**src/rtl/intra_edge_upsample_ctrl_if.sv**
```systemverilog
// +--------------------------------------------------------------------------+
// | intra_edge_upsample_ctrl_if                                              |
// | Request, selector and sample-index signals of the edge upsample control. |
// | Rev 1.0                                                                  |
// +--------------------------------------------------------------------------+
`default_nettype none

interface intra_edge_upsample_ctrl_if #(
  parameter int DIM_BITS = 10,
  parameter int ANG_BITS = 9
);
  logic                req_valid;
  logic                req_ready;
  logic [DIM_BITS-1:0] req_w;
  logic [DIM_BITS-1:0] req_h;
  logic [ANG_BITS-1:0] req_pAngle;
  logic                req_filterType;
  logic [DIM_BITS-1:0] sel_w;
  logic [DIM_BITS-1:0] sel_h;
  logic                sel_filterType;
  logic [DIM_BITS-1:0] sel_delta;
  logic                sel_useUpsample;
  logic                up_valid;
  logic                up_ready;
  logic [DIM_BITS-1:0] up_idx;
  logic                up_dir;
  logic                up_last;
  logic                ups_above;
  logic                ups_left;
  logic                done;

  // slave is the sequencer side; master is the surrounding pipeline
  modport slave (
    input  req_valid, req_w, req_h, req_pAngle, req_filterType,
    input  sel_useUpsample, up_ready,
    output req_ready, sel_w, sel_h, sel_filterType, sel_delta,
    output up_valid, up_idx, up_dir, up_last, ups_above, ups_left, done
  );

  modport master (
    output req_valid, req_w, req_h, req_pAngle, req_filterType,
    output sel_useUpsample, up_ready,
    input  req_ready, sel_w, sel_h, sel_filterType, sel_delta,
    input  up_valid, up_idx, up_dir, up_last, ups_above, ups_left, done
  );
endinterface

`default_nettype wire

```
**src/rtl/intra_edge_upsample_ctrl.sv**
```systemverilog
// +--------------------------------------------------------------------------+
// | intra_edge_upsample_ctrl                                                 |
// | Per-block sequencer sharing one upsample selector between above and left |
// | edges, then streaming sample indices. Option: INTRA_UPS_CTRL_ABORT_EN.   |
// | Rev 1.0                                                                  |
// +--------------------------------------------------------------------------+
`default_nettype none

module intra_edge_upsample_ctrl #(
  parameter int DIM_BITS = 10,
  parameter int ANG_BITS = 9,
  parameter int SEL_LAT  = 1
) (
  input  wire logic clk,
  input  wire logic rst,
`ifdef INTRA_UPS_CTRL_ABORT_EN
  input  wire logic abort,
`endif
  intra_edge_upsample_ctrl_if.slave bus
);

  localparam int CNT_W = (SEL_LAT > 0) ? $clog2(SEL_LAT + 1) : 1;

  typedef enum logic [2:0] {
    S_IDLE  = 3'd0,
    S_SEL_A = 3'd1,
    S_SEL_L = 3'd2,
    S_RUN_A = 3'd3,
    S_RUN_L = 3'd4,
    S_DONE  = 3'd5
  } state_t;

  state_t              r_state;
  state_t              w_next;
  logic [DIM_BITS-1:0] r_w;
  logic [DIM_BITS-1:0] r_h;
  logic [ANG_BITS-1:0] r_ang;
  logic                r_ft;
  logic [CNT_W-1:0]    r_sel_cnt;
  logic [DIM_BITS-1:0] r_idx;
  logic                r_ups_above;
  logic                r_ups_left;

  logic                w_accept;
  logic                w_use_a;
  logic                w_use_l;
  logic [DIM_BITS-1:0] w_num_a;
  logic [DIM_BITS-1:0] w_num_l;
  logic [DIM_BITS-1:0] w_num;
  logic                w_sel_last;
  logic                w_is_sel;
  logic                w_hs;
  logic                w_last;
  logic                w_abort;

`ifdef INTRA_UPS_CTRL_ABORT_EN
  assign w_abort = abort && (r_state != S_IDLE);
`else
  assign w_abort = 1'b0;
`endif

  assign w_accept   = bus.req_valid && (r_state == S_IDLE);
  assign w_use_a    = r_ang < ANG_BITS'(180);
  assign w_use_l    = r_ang > ANG_BITS'(90);
  assign w_num_a    = r_w + ((r_ang < ANG_BITS'(90))  ? r_h : '0);
  assign w_num_l    = r_h + ((r_ang > ANG_BITS'(180)) ? r_w : '0);
  assign w_num      = (r_state == S_RUN_L) ? w_num_l : w_num_a;
  assign w_is_sel   = (r_state == S_SEL_A) || (r_state == S_SEL_L);
  assign w_sel_last = (r_sel_cnt == CNT_W'(SEL_LAT));
  assign w_hs       = bus.up_valid && bus.up_ready;
  assign w_last     = (r_idx == w_num - DIM_BITS'(1));

  assign bus.req_ready      = (r_state == S_IDLE);
  assign bus.sel_w          = r_w;
  assign bus.sel_h          = r_h;
  assign bus.sel_filterType = r_ft;
  // Modular subtraction yields the two's-complement delta directly
  assign bus.sel_delta      = DIM_BITS'(r_ang) -
                              ((r_state == S_SEL_L) ? DIM_BITS'(180) : DIM_BITS'(90));
  assign bus.up_valid       = (r_state == S_RUN_A) || (r_state == S_RUN_L);
  assign bus.up_dir         = (r_state == S_RUN_L);
  assign bus.up_idx         = r_idx;
  assign bus.up_last        = bus.up_valid && w_last;
  assign bus.ups_above      = r_ups_above;
  assign bus.ups_left       = r_ups_left;
  assign bus.done           = (r_state == S_DONE);

  always_comb begin
    w_next = r_state;
    case (r_state)
      S_IDLE:  if (bus.req_valid) w_next = S_SEL_A;
      S_SEL_A: if (w_sel_last) w_next = S_SEL_L;
      S_SEL_L: begin
        // ups_left is still being written, so look at the selector directly
        if (w_sel_last) begin
          if (r_ups_above)                        w_next = S_RUN_A;
          else if (bus.sel_useUpsample && w_use_l) w_next = S_RUN_L;
          else                                    w_next = S_DONE;
        end
      end
      S_RUN_A: if (w_hs && w_last) w_next = r_ups_left ? S_RUN_L : S_DONE;
      S_RUN_L: if (w_hs && w_last) w_next = S_DONE;
      S_DONE:  w_next = S_IDLE;
      default: w_next = S_IDLE;
    endcase
    if (w_abort) w_next = S_IDLE;
  end

  always_ff @(posedge clk or posedge rst) begin
    if (rst) begin
      r_state     <= S_IDLE;
      r_w         <= '0;
      r_h         <= '0;
      r_ang       <= '0;
      r_ft        <= 1'b0;
      r_sel_cnt   <= '0;
      r_idx       <= '0;
      r_ups_above <= 1'b0;
      r_ups_left  <= 1'b0;
    end else begin
      r_state   <= w_next;
      r_sel_cnt <= (w_is_sel && (w_next == r_state)) ? r_sel_cnt + CNT_W'(1) : '0;
      if (w_next != r_state) r_idx <= '0;
      else if (w_hs)         r_idx <= r_idx + DIM_BITS'(1);

      if (w_accept) begin
        r_w         <= bus.req_w;
        r_h         <= bus.req_h;
        r_ang       <= bus.req_pAngle;
        r_ft        <= bus.req_filterType;
        r_ups_above <= 1'b0;
        r_ups_left  <= 1'b0;
      end
      if ((r_state == S_SEL_A) && w_sel_last) r_ups_above <= bus.sel_useUpsample && w_use_a;
      if ((r_state == S_SEL_L) && w_sel_last) r_ups_left  <= bus.sel_useUpsample && w_use_l;
      if (w_abort) begin
        r_ups_above <= 1'b0;
        r_ups_left  <= 1'b0;
      end
    end
  end

endmodule

`default_nettype wire

```
**src/flat_wrapper.sv**
```systemverilog
// flat-port wrapper written by rule: the top's interface ports become plain ports
module intra_edge_upsample_ctrl_flat 
#(
  parameter int DIM_BITS = 10,
  parameter int ANG_BITS = 9,
  parameter int SEL_LAT  = 1
)
  (clk, rst, bus_req_valid, bus_req_w, bus_req_h, bus_req_pAngle, bus_req_filterType, bus_sel_useUpsample, bus_up_ready, bus_req_ready, bus_sel_w, bus_sel_h, bus_sel_filterType, bus_sel_delta, bus_up_valid, bus_up_idx, bus_up_dir, bus_up_last, bus_ups_above, bus_ups_left, bus_done);
  intra_edge_upsample_ctrl_if #(.DIM_BITS(DIM_BITS), .ANG_BITS(ANG_BITS)) bus_i ();
  input  wire logic clk;
  input  wire logic rst;
  input wire logic [$bits(bus_i.req_valid)-1:0] bus_req_valid;
  input wire logic [$bits(bus_i.req_w)-1:0] bus_req_w;
  input wire logic [$bits(bus_i.req_h)-1:0] bus_req_h;
  input wire logic [$bits(bus_i.req_pAngle)-1:0] bus_req_pAngle;
  input wire logic [$bits(bus_i.req_filterType)-1:0] bus_req_filterType;
  input wire logic [$bits(bus_i.sel_useUpsample)-1:0] bus_sel_useUpsample;
  input wire logic [$bits(bus_i.up_ready)-1:0] bus_up_ready;
  output wire logic [$bits(bus_i.req_ready)-1:0] bus_req_ready;
  output wire logic [$bits(bus_i.sel_w)-1:0] bus_sel_w;
  output wire logic [$bits(bus_i.sel_h)-1:0] bus_sel_h;
  output wire logic [$bits(bus_i.sel_filterType)-1:0] bus_sel_filterType;
  output wire logic [$bits(bus_i.sel_delta)-1:0] bus_sel_delta;
  output wire logic [$bits(bus_i.up_valid)-1:0] bus_up_valid;
  output wire logic [$bits(bus_i.up_idx)-1:0] bus_up_idx;
  output wire logic [$bits(bus_i.up_dir)-1:0] bus_up_dir;
  output wire logic [$bits(bus_i.up_last)-1:0] bus_up_last;
  output wire logic [$bits(bus_i.ups_above)-1:0] bus_ups_above;
  output wire logic [$bits(bus_i.ups_left)-1:0] bus_ups_left;
  output wire logic [$bits(bus_i.done)-1:0] bus_done;
  assign bus_i.req_valid = bus_req_valid;
  assign bus_i.req_w = bus_req_w;
  assign bus_i.req_h = bus_req_h;
  assign bus_i.req_pAngle = bus_req_pAngle;
  assign bus_i.req_filterType = bus_req_filterType;
  assign bus_i.sel_useUpsample = bus_sel_useUpsample;
  assign bus_i.up_ready = bus_up_ready;
  assign bus_req_ready = bus_i.req_ready;
  assign bus_sel_w = bus_i.sel_w;
  assign bus_sel_h = bus_i.sel_h;
  assign bus_sel_filterType = bus_i.sel_filterType;
  assign bus_sel_delta = bus_i.sel_delta;
  assign bus_up_valid = bus_i.up_valid;
  assign bus_up_idx = bus_i.up_idx;
  assign bus_up_dir = bus_i.up_dir;
  assign bus_up_last = bus_i.up_last;
  assign bus_ups_above = bus_i.ups_above;
  assign bus_ups_left = bus_i.ups_left;
  assign bus_done = bus_i.done;
  intra_edge_upsample_ctrl #(.DIM_BITS(DIM_BITS), .ANG_BITS(ANG_BITS), .SEL_LAT(SEL_LAT)) u_core (.clk(clk), .rst(rst), .bus(bus_i));
endmodule
```
**config.mk**
```make
export PLATFORM = sky130hd
export DESIGN_NAME = intra_edge_upsample_ctrl_flat
export DESIGN_NICKNAME = d
export VERILOG_FILES = /design/src/rtl/intra_edge_upsample_ctrl_if.sv /design/src/rtl/intra_edge_upsample_ctrl.sv /design/src/flat_wrapper.sv
export SDC_FILE = /design/constraint.sdc
export NUM_CORES = 1
export LEC_CHECK = 0
export BUFFER_PORTS_ARGS = -buffer_cell sky130_fd_sc_hd__buf_2
export CORE_AREA = 4 4 87 89
export DETAILED_ROUTE_END_ITERATION = 8
export DIE_AREA = 0 0 91 93
export PLACE_DENSITY = 0.87
export SLEW_MARGIN = 30
export SYNTH_ARGS = -nofsm -noshare
export SYNTH_HDL_FRONTEND = slang
export SYNTH_SLANG_ARGS = --single-unit
```
**constraint.sdc**
```tcl
create_clock -name clk -period 9.6 [get_ports clk]
set_input_delay 0 -clock clk [delete_from_list [all_inputs] [get_ports clk]]
set_output_delay 0 -clock clk [all_outputs]
set_load 0.05 [all_outputs]
```
-- Word-level counts from Yosys, hierarchy flattened
Cells that the tools add are included.
- flip-flop bits (word level): 46
- latch bits: 0
- memory bits (writable): 0
- ROM bits: 0
- logic and storage cells: 61
- memories kept: 0
- add/subtract/negate cells: 6
- $mul: 0
- div/mod/pow operators: 0
- order comparisons: 4
- equal/unequal tests: 8
- shifts and indexed selects: 0
- mux-type cells: 19
- bitwise gates (word level): 0
- reductions and logical operators: 15
- operators with widths (cell ; number):
    $mux 10 ; 5
    $add 10x10->10 ; 2
    $mux 3 ; 6
    $pmux 3 s5 ; 1
    $add 10x1->10 const B ; 1
    $eq 10x10->1 ; 1
    $sub 10x1->10 const B ; 1
    $sub 9x10->10 ; 1
    $gt 9x7->1 const B ; 1
    $gt 9x8->1 const B ; 1
    $logic_and 1x1->1 ; 9
    $lt 9x7->1 const B ; 1
    $lt 9x8->1 const B ; 1
    $mux 8 ; 1
    $eq 3x2->1 const B ; 2
    $eq 3x3->1 const B ; 2
    $mux 1 ; 6
    $reduce_bool 2->1 ; 3
    $eq 3x1->1 const B ; 1
    $eq 3x3->1 ; 1
    $logic_not 3->1 ; 1
    $ne 3x3->1 ; 1
    $logic_or 1x1->1 ; 2
    $add 1x1->1 const B ; 1

-- Longest topological paths before layout
- word-level depth: 12
- gate-level depth with buffers: 16
- depth with buffers taken out: 16

-- Worst setup path after synthesis
No wires, ideal clock.
- kind: flip-flop to output port
- start point: register u_core.r_ang[2]
- end point: output port bus_up_last
- data arrival time: 4.933 ns
- required time: 9.600 ns
- slack: 4.667 ns
- stages on the path, launching flop included: 16
- path through: dfrtp_1 o211ai_1 o21bai_1 a21oi_1 nor2b_1 ha_1 fa_1 a21o_1 a221oi_1 mux2i_1 or2_2 nand4_4 or4_4 a21oi_1 nor2_1 nor3_1
- longest elaborated chain between the ends: 7
- elaborated cells between the ends (all ways): 10
- those cells by class: add/sub (3); order compare (2); eq/ne (1); mux (3); reduce/logical (1)
- RTL lines (item ; RTL line ; source):
    start: declaration ; intra_edge_upsample_ctrl.sv:37 ; logic [ANG_BITS-1:0] r_ang;
    start signal: assignment ; intra_edge_upsample_ctrl.sv:129 ; r_ang <= bus.req_pAngle;
    $lt 9x7->1 or $gt 9x8->1 (tied branches) ; intra_edge_upsample_ctrl.sv:65, intra_edge_upsample_ctrl.sv:66 ;
    $mux 10, on equally long branches ; intra_edge_upsample_ctrl.sv:65, intra_edge_upsample_ctrl.sv:66 ;
    $add 10x10->10, on equally long branches ; intra_edge_upsample_ctrl.sv:65, intra_edge_upsample_ctrl.sv:66 ;
    $mux 10 (*) ; intra_edge_upsample_ctrl.sv:67 ; assign w_num = (r_state == S_RUN_L) ? w_num_l : w_num_a;
    $sub 10x1->10 (*) ; intra_edge_upsample_ctrl.sv:71 ; assign w_last = (r_idx == w_num - DIM_BITS'(1));
    $eq 10x10->1 (*) ; intra_edge_upsample_ctrl.sv:71 ;
    $logic_and 1x1->1 (*) ; intra_edge_upsample_ctrl.sv:83 ; assign bus.up_last = bus.up_valid && w_last;
    end: declaration ; flat_wrapper.sv:27 ; output wire logic [$bits(bus_i.up_last)-1:0] bus_up_last;
Every way passes the cells marked *; elsewhere a longest branch is shown, timed or not.

-- Final worst setup path
Same ends and word-level chain as after synthesis.

==> impl_results.md <==
* Max Used Layer: met4
* Startpoint types: register
* Tcrit/Tclk final at 55.94%
* Vias at 3770
* Leakage at 2.509 nW
* Register area share after synthesis at 28.86%
* EDFF count, synth at 0
* Layout cells sized above 1 at 25.94%
* Buffer count from post-CTS setup fixing at 0
* Hold/Removal Path Class: input pin to register
* Yosys top cell by area: dfrtp_1
* Worst hold path depth at 3
* Vias/cell at 6.160
* Initial antenna violation count at 0
* Net Sw Power at 182.0 µW
* Cell area after synthesis at 0.003989 mm²
* Netlist cell types at 60
* Cell row count at 30
* Largest net degree at the start of global routing at 47
* Synth cell count leaders: 46 x dfrtp_1, 30 x mux2_2, 26 x ha_1
* Clock power frac at 27.8%
* Crit path required time at 9.60 ns
* Worst Hold End: u_core.r_state[0]$_DFF_PP0_
* IO Count at 83
* Post-synth top area share at 28.86%
* Setup TNS at 0 ns
* Die X at 91 µm
* Clock Sinks at 46
* CP max stage delay at 0.65 ns
* Combinational power share at 28.1%
* Reg-to-reg startpoint: u_core.r_ang[2]$_DFFE_PP0P_
* Post-DRT Antenna Nets at 0
* Class of the most critical setup path: register to output pin
* VDD IR max at 72.12 µV
* Avg Inst Size Synth at 9.212 µm²
* Synth warnings at 0
* Htree depth at 2
* ANT cells at 0
* Ys flop type: dfrtp_1
* Post-Synthesis Net Count at 497
* Final Hold Viols at 0
* Max Clock Skew at 0.01116 ns
* Total track usage at 24.20%
* GRT overflow at 0
* First DRT Iteration DRCs at 261
* Asr flop ratio synth at 100.0%
* Wirelength per Cell at 16.65 µm
* Top cells by area, synth: dfrtp_1 29%, mux2_2 8.5%, ha_1 8.2%
* DRT met1 WL at 4356 µm
* Pre-CTS worst setup slack at 4.520 ns
* RR Endpoint: u_core.r_state[0]$_DFF_PP0_
* Most common cell in the netlist: dfrtp_1
* First-pass DRT Iterations at 5
* Maximum net fanout on the critical path at 10
* Clk buf depth at 2
* DIE AREA at 0.008463 mm²
* Worst-Margin Slew at 0.7963 ns
* Status: complete, no violations
* Reg2Reg Depth at 16
* Post-CTS Resized at 0
* CTS tree: yes
* R2r setup slk at 4.42 ns
* WL met3 at 604 µm
* Max Freq at 186.2 MHz
* Slowest-stage cell, CP: a21oi_1
* First-pass GRT wire length at 17030 µm
* Critical path data arrival time at 5.37 ns
* Initial Util at 59.04%
* Worst-path clk slew at 0.08 ns
* Final setup fails at 0
* Vias in the first global route at 3686
* Slew headroom at 46.92%
* Die height at 93 µm
* Crit-path cells: o211ai_1 -> o21bai_1 -> a21oi_1 -> nor2b_1 -> ha_1 -> fa_1 -> a21o_1 -> a221oi_1 -> mux2i_1 -> or2_2 -> nand4_4 -> or4_4 -> a21oi_1 -> nor2_1 -> nor3_1 -> buf_2
* Max-Cap Viols at 0
* Worst hold start: bus_up_ready
* Syn-to-layout area delta at 21.05%
* Clock root buffer: clkbuf_8
* Overall power at 525.1 µW
* # DRC at 0
* Pwr Density at 108.8 mW/mm²
* CP most frequent cell: a21oi_1
* Nature of the critical path endpoint: output pin
* Hold Worst Slack at 0.06980 ns
* RSZ-0062 raised after global routing: false
* Sw frac at 34.65%
* Met2 wire len at 5070 µm
* Clk_lat worst skew at 0.30 ns
* Reg power frac at 44.0%
* Minimum clock period after layout at 5.370 ns
* Synthesis-stage register bit count at 46
* Internal power at 343.1 µW
* Cts hold-fix bufs at 31
* Clock buffer count from CTS at 5
* Core area at 0.006756 mm²
* Final WL at 10190 µm
* Final max-slew violation count at 0
* GPL Wtd Cong at 0.9710
* Port buffer count at 82
* Final net count at 595
* Post-DP HPWL at 7256 µm
* Synth Instances at 433
* Setup WS post-layout at 4.230 ns
==> worst max path at each step <==
| stage | depth (start not counted) | slack [ns] | startpoint | endpoint |
|---|---|---|---|---|
| finish | 16 | 4.23 | u_core.r_ang[2]$_DFFE_PP0P_ | bus_up_last |
| global route | 16 | 3.89 | u_core.r_ang[2]$_DFFE_PP0P_ | bus_up_last |
| CTS | 16 | 4.32 | u_core.r_ang[2]$_DFFE_PP0P_ | bus_up_last |
| detailed placement | 16 | 4.52 | u_core.r_ang[2]$_DFFE_PP0P_ | u_core.r_state[0]$_DFF_PP0_ |
| global placement | 16 | 4.81 | u_core.r_ang[2]$_DFFE_PP0P_ | u_core.r_state[0]$_DFF_PP0_ |
| floorplan | 15 | 4.67 | u_core.r_ang[2]$_DFFE_PP0P_ | bus_up_last |
==> per-layer routing <==
metal	up-vias	global-route usage, %
li1	1799	-
met1	1803	31.93
met2	147	41.57
met3	21	3.540
met4	0	6.658
met5	-	0
==> power groups by stage <==
stage | clock (mW) | sequential (mW) | combinational [mW]
final | 0.146 | 0.231 | 0.148
after global routing | 0.155 | 0.235 | 0.161
after CTS | 0.147 | 0.232 | 0.148
after detailed placement | 0 | 0.235 | 0.138
after global placement | 0 | 0.234 | 0.135
after floorplan | 0 | 0.278 | 0.0590
==> stage by stage <==
stage | instance area (µm²) | util (%) | instances
6_report | 4828 | 71.46 | 612
2_1_floorplan | 3989 | - | 433
5_1_grt | 4828 | 71.46 | 612
4_1_cts | 4827 | 71.44 | 612
3_5_place_dp | 4403 | 65.17 | 573
3_3_place_gp | 4403 | 65.17 | 573
==> layout by cell type, fill, tap and decap left out, drive strengths merged, types with 13 or more instances in the layout <==
cell         instances
a21oi               23
and3                17
buf                 84
dfrtp               46
dlygate4sd3         31
ha                  26
inv                 13
mux2                30
nand2               22
nand3               16
nor2                22
nor2b               13
nor3                17
o21ai               16
xnor2               18
xor2                17
==> sequential cells by signal, indices dropped and copies added, names as in the netlist <==
| signal | flops |
|---|---|
| u_core.bus.sel_w | 10 |
| u_core.r_state | 3 |
| u_core.bus.sel_h | 10 |
| u_core.r_ang | 9 |
| u_core.bus.ups_left | 1 |
| u_core.bus.sel_filterType | 1 |
| u_core.bus.up_idx | 10 |
| u_core.r_sel_cnt | 1 |
| u_core.bus.ups_above | 1 |
==> worst max-delay path: cells and delay by family, from the launching register on <==
family	cells	cell delay [ns]
adder cells (fa/ha/maj)	2	0.68
AO/OA/AOI/OAI	6	1.97
buffers and inverters	1	0.30
flip-flops	1	0.45
AND/OR/NAND/NOR	6	1.29
multiplexers	1	0.38
==> layout make-up <==
class	count	area, µm²
timing repair buffer	115	735.7
sequential	46	1151
clock inverter	3	45.04
multi-input combinational	349	2674
fill	489	1928
inverter	14	53.80
tap	80	100.1
clock buffer	5	68.82
==> cells by family after synthesis <==
family          share of synthesized area, %
flops                                  28.86
fa+ha+maj                              9.661
mux                                    10.73
buf+inv                                4.109
simple gates                           21.17
compound gates                         17.22
xor+xnor                               8.250
Note: power is estimated with default switching activity, not from simulation.
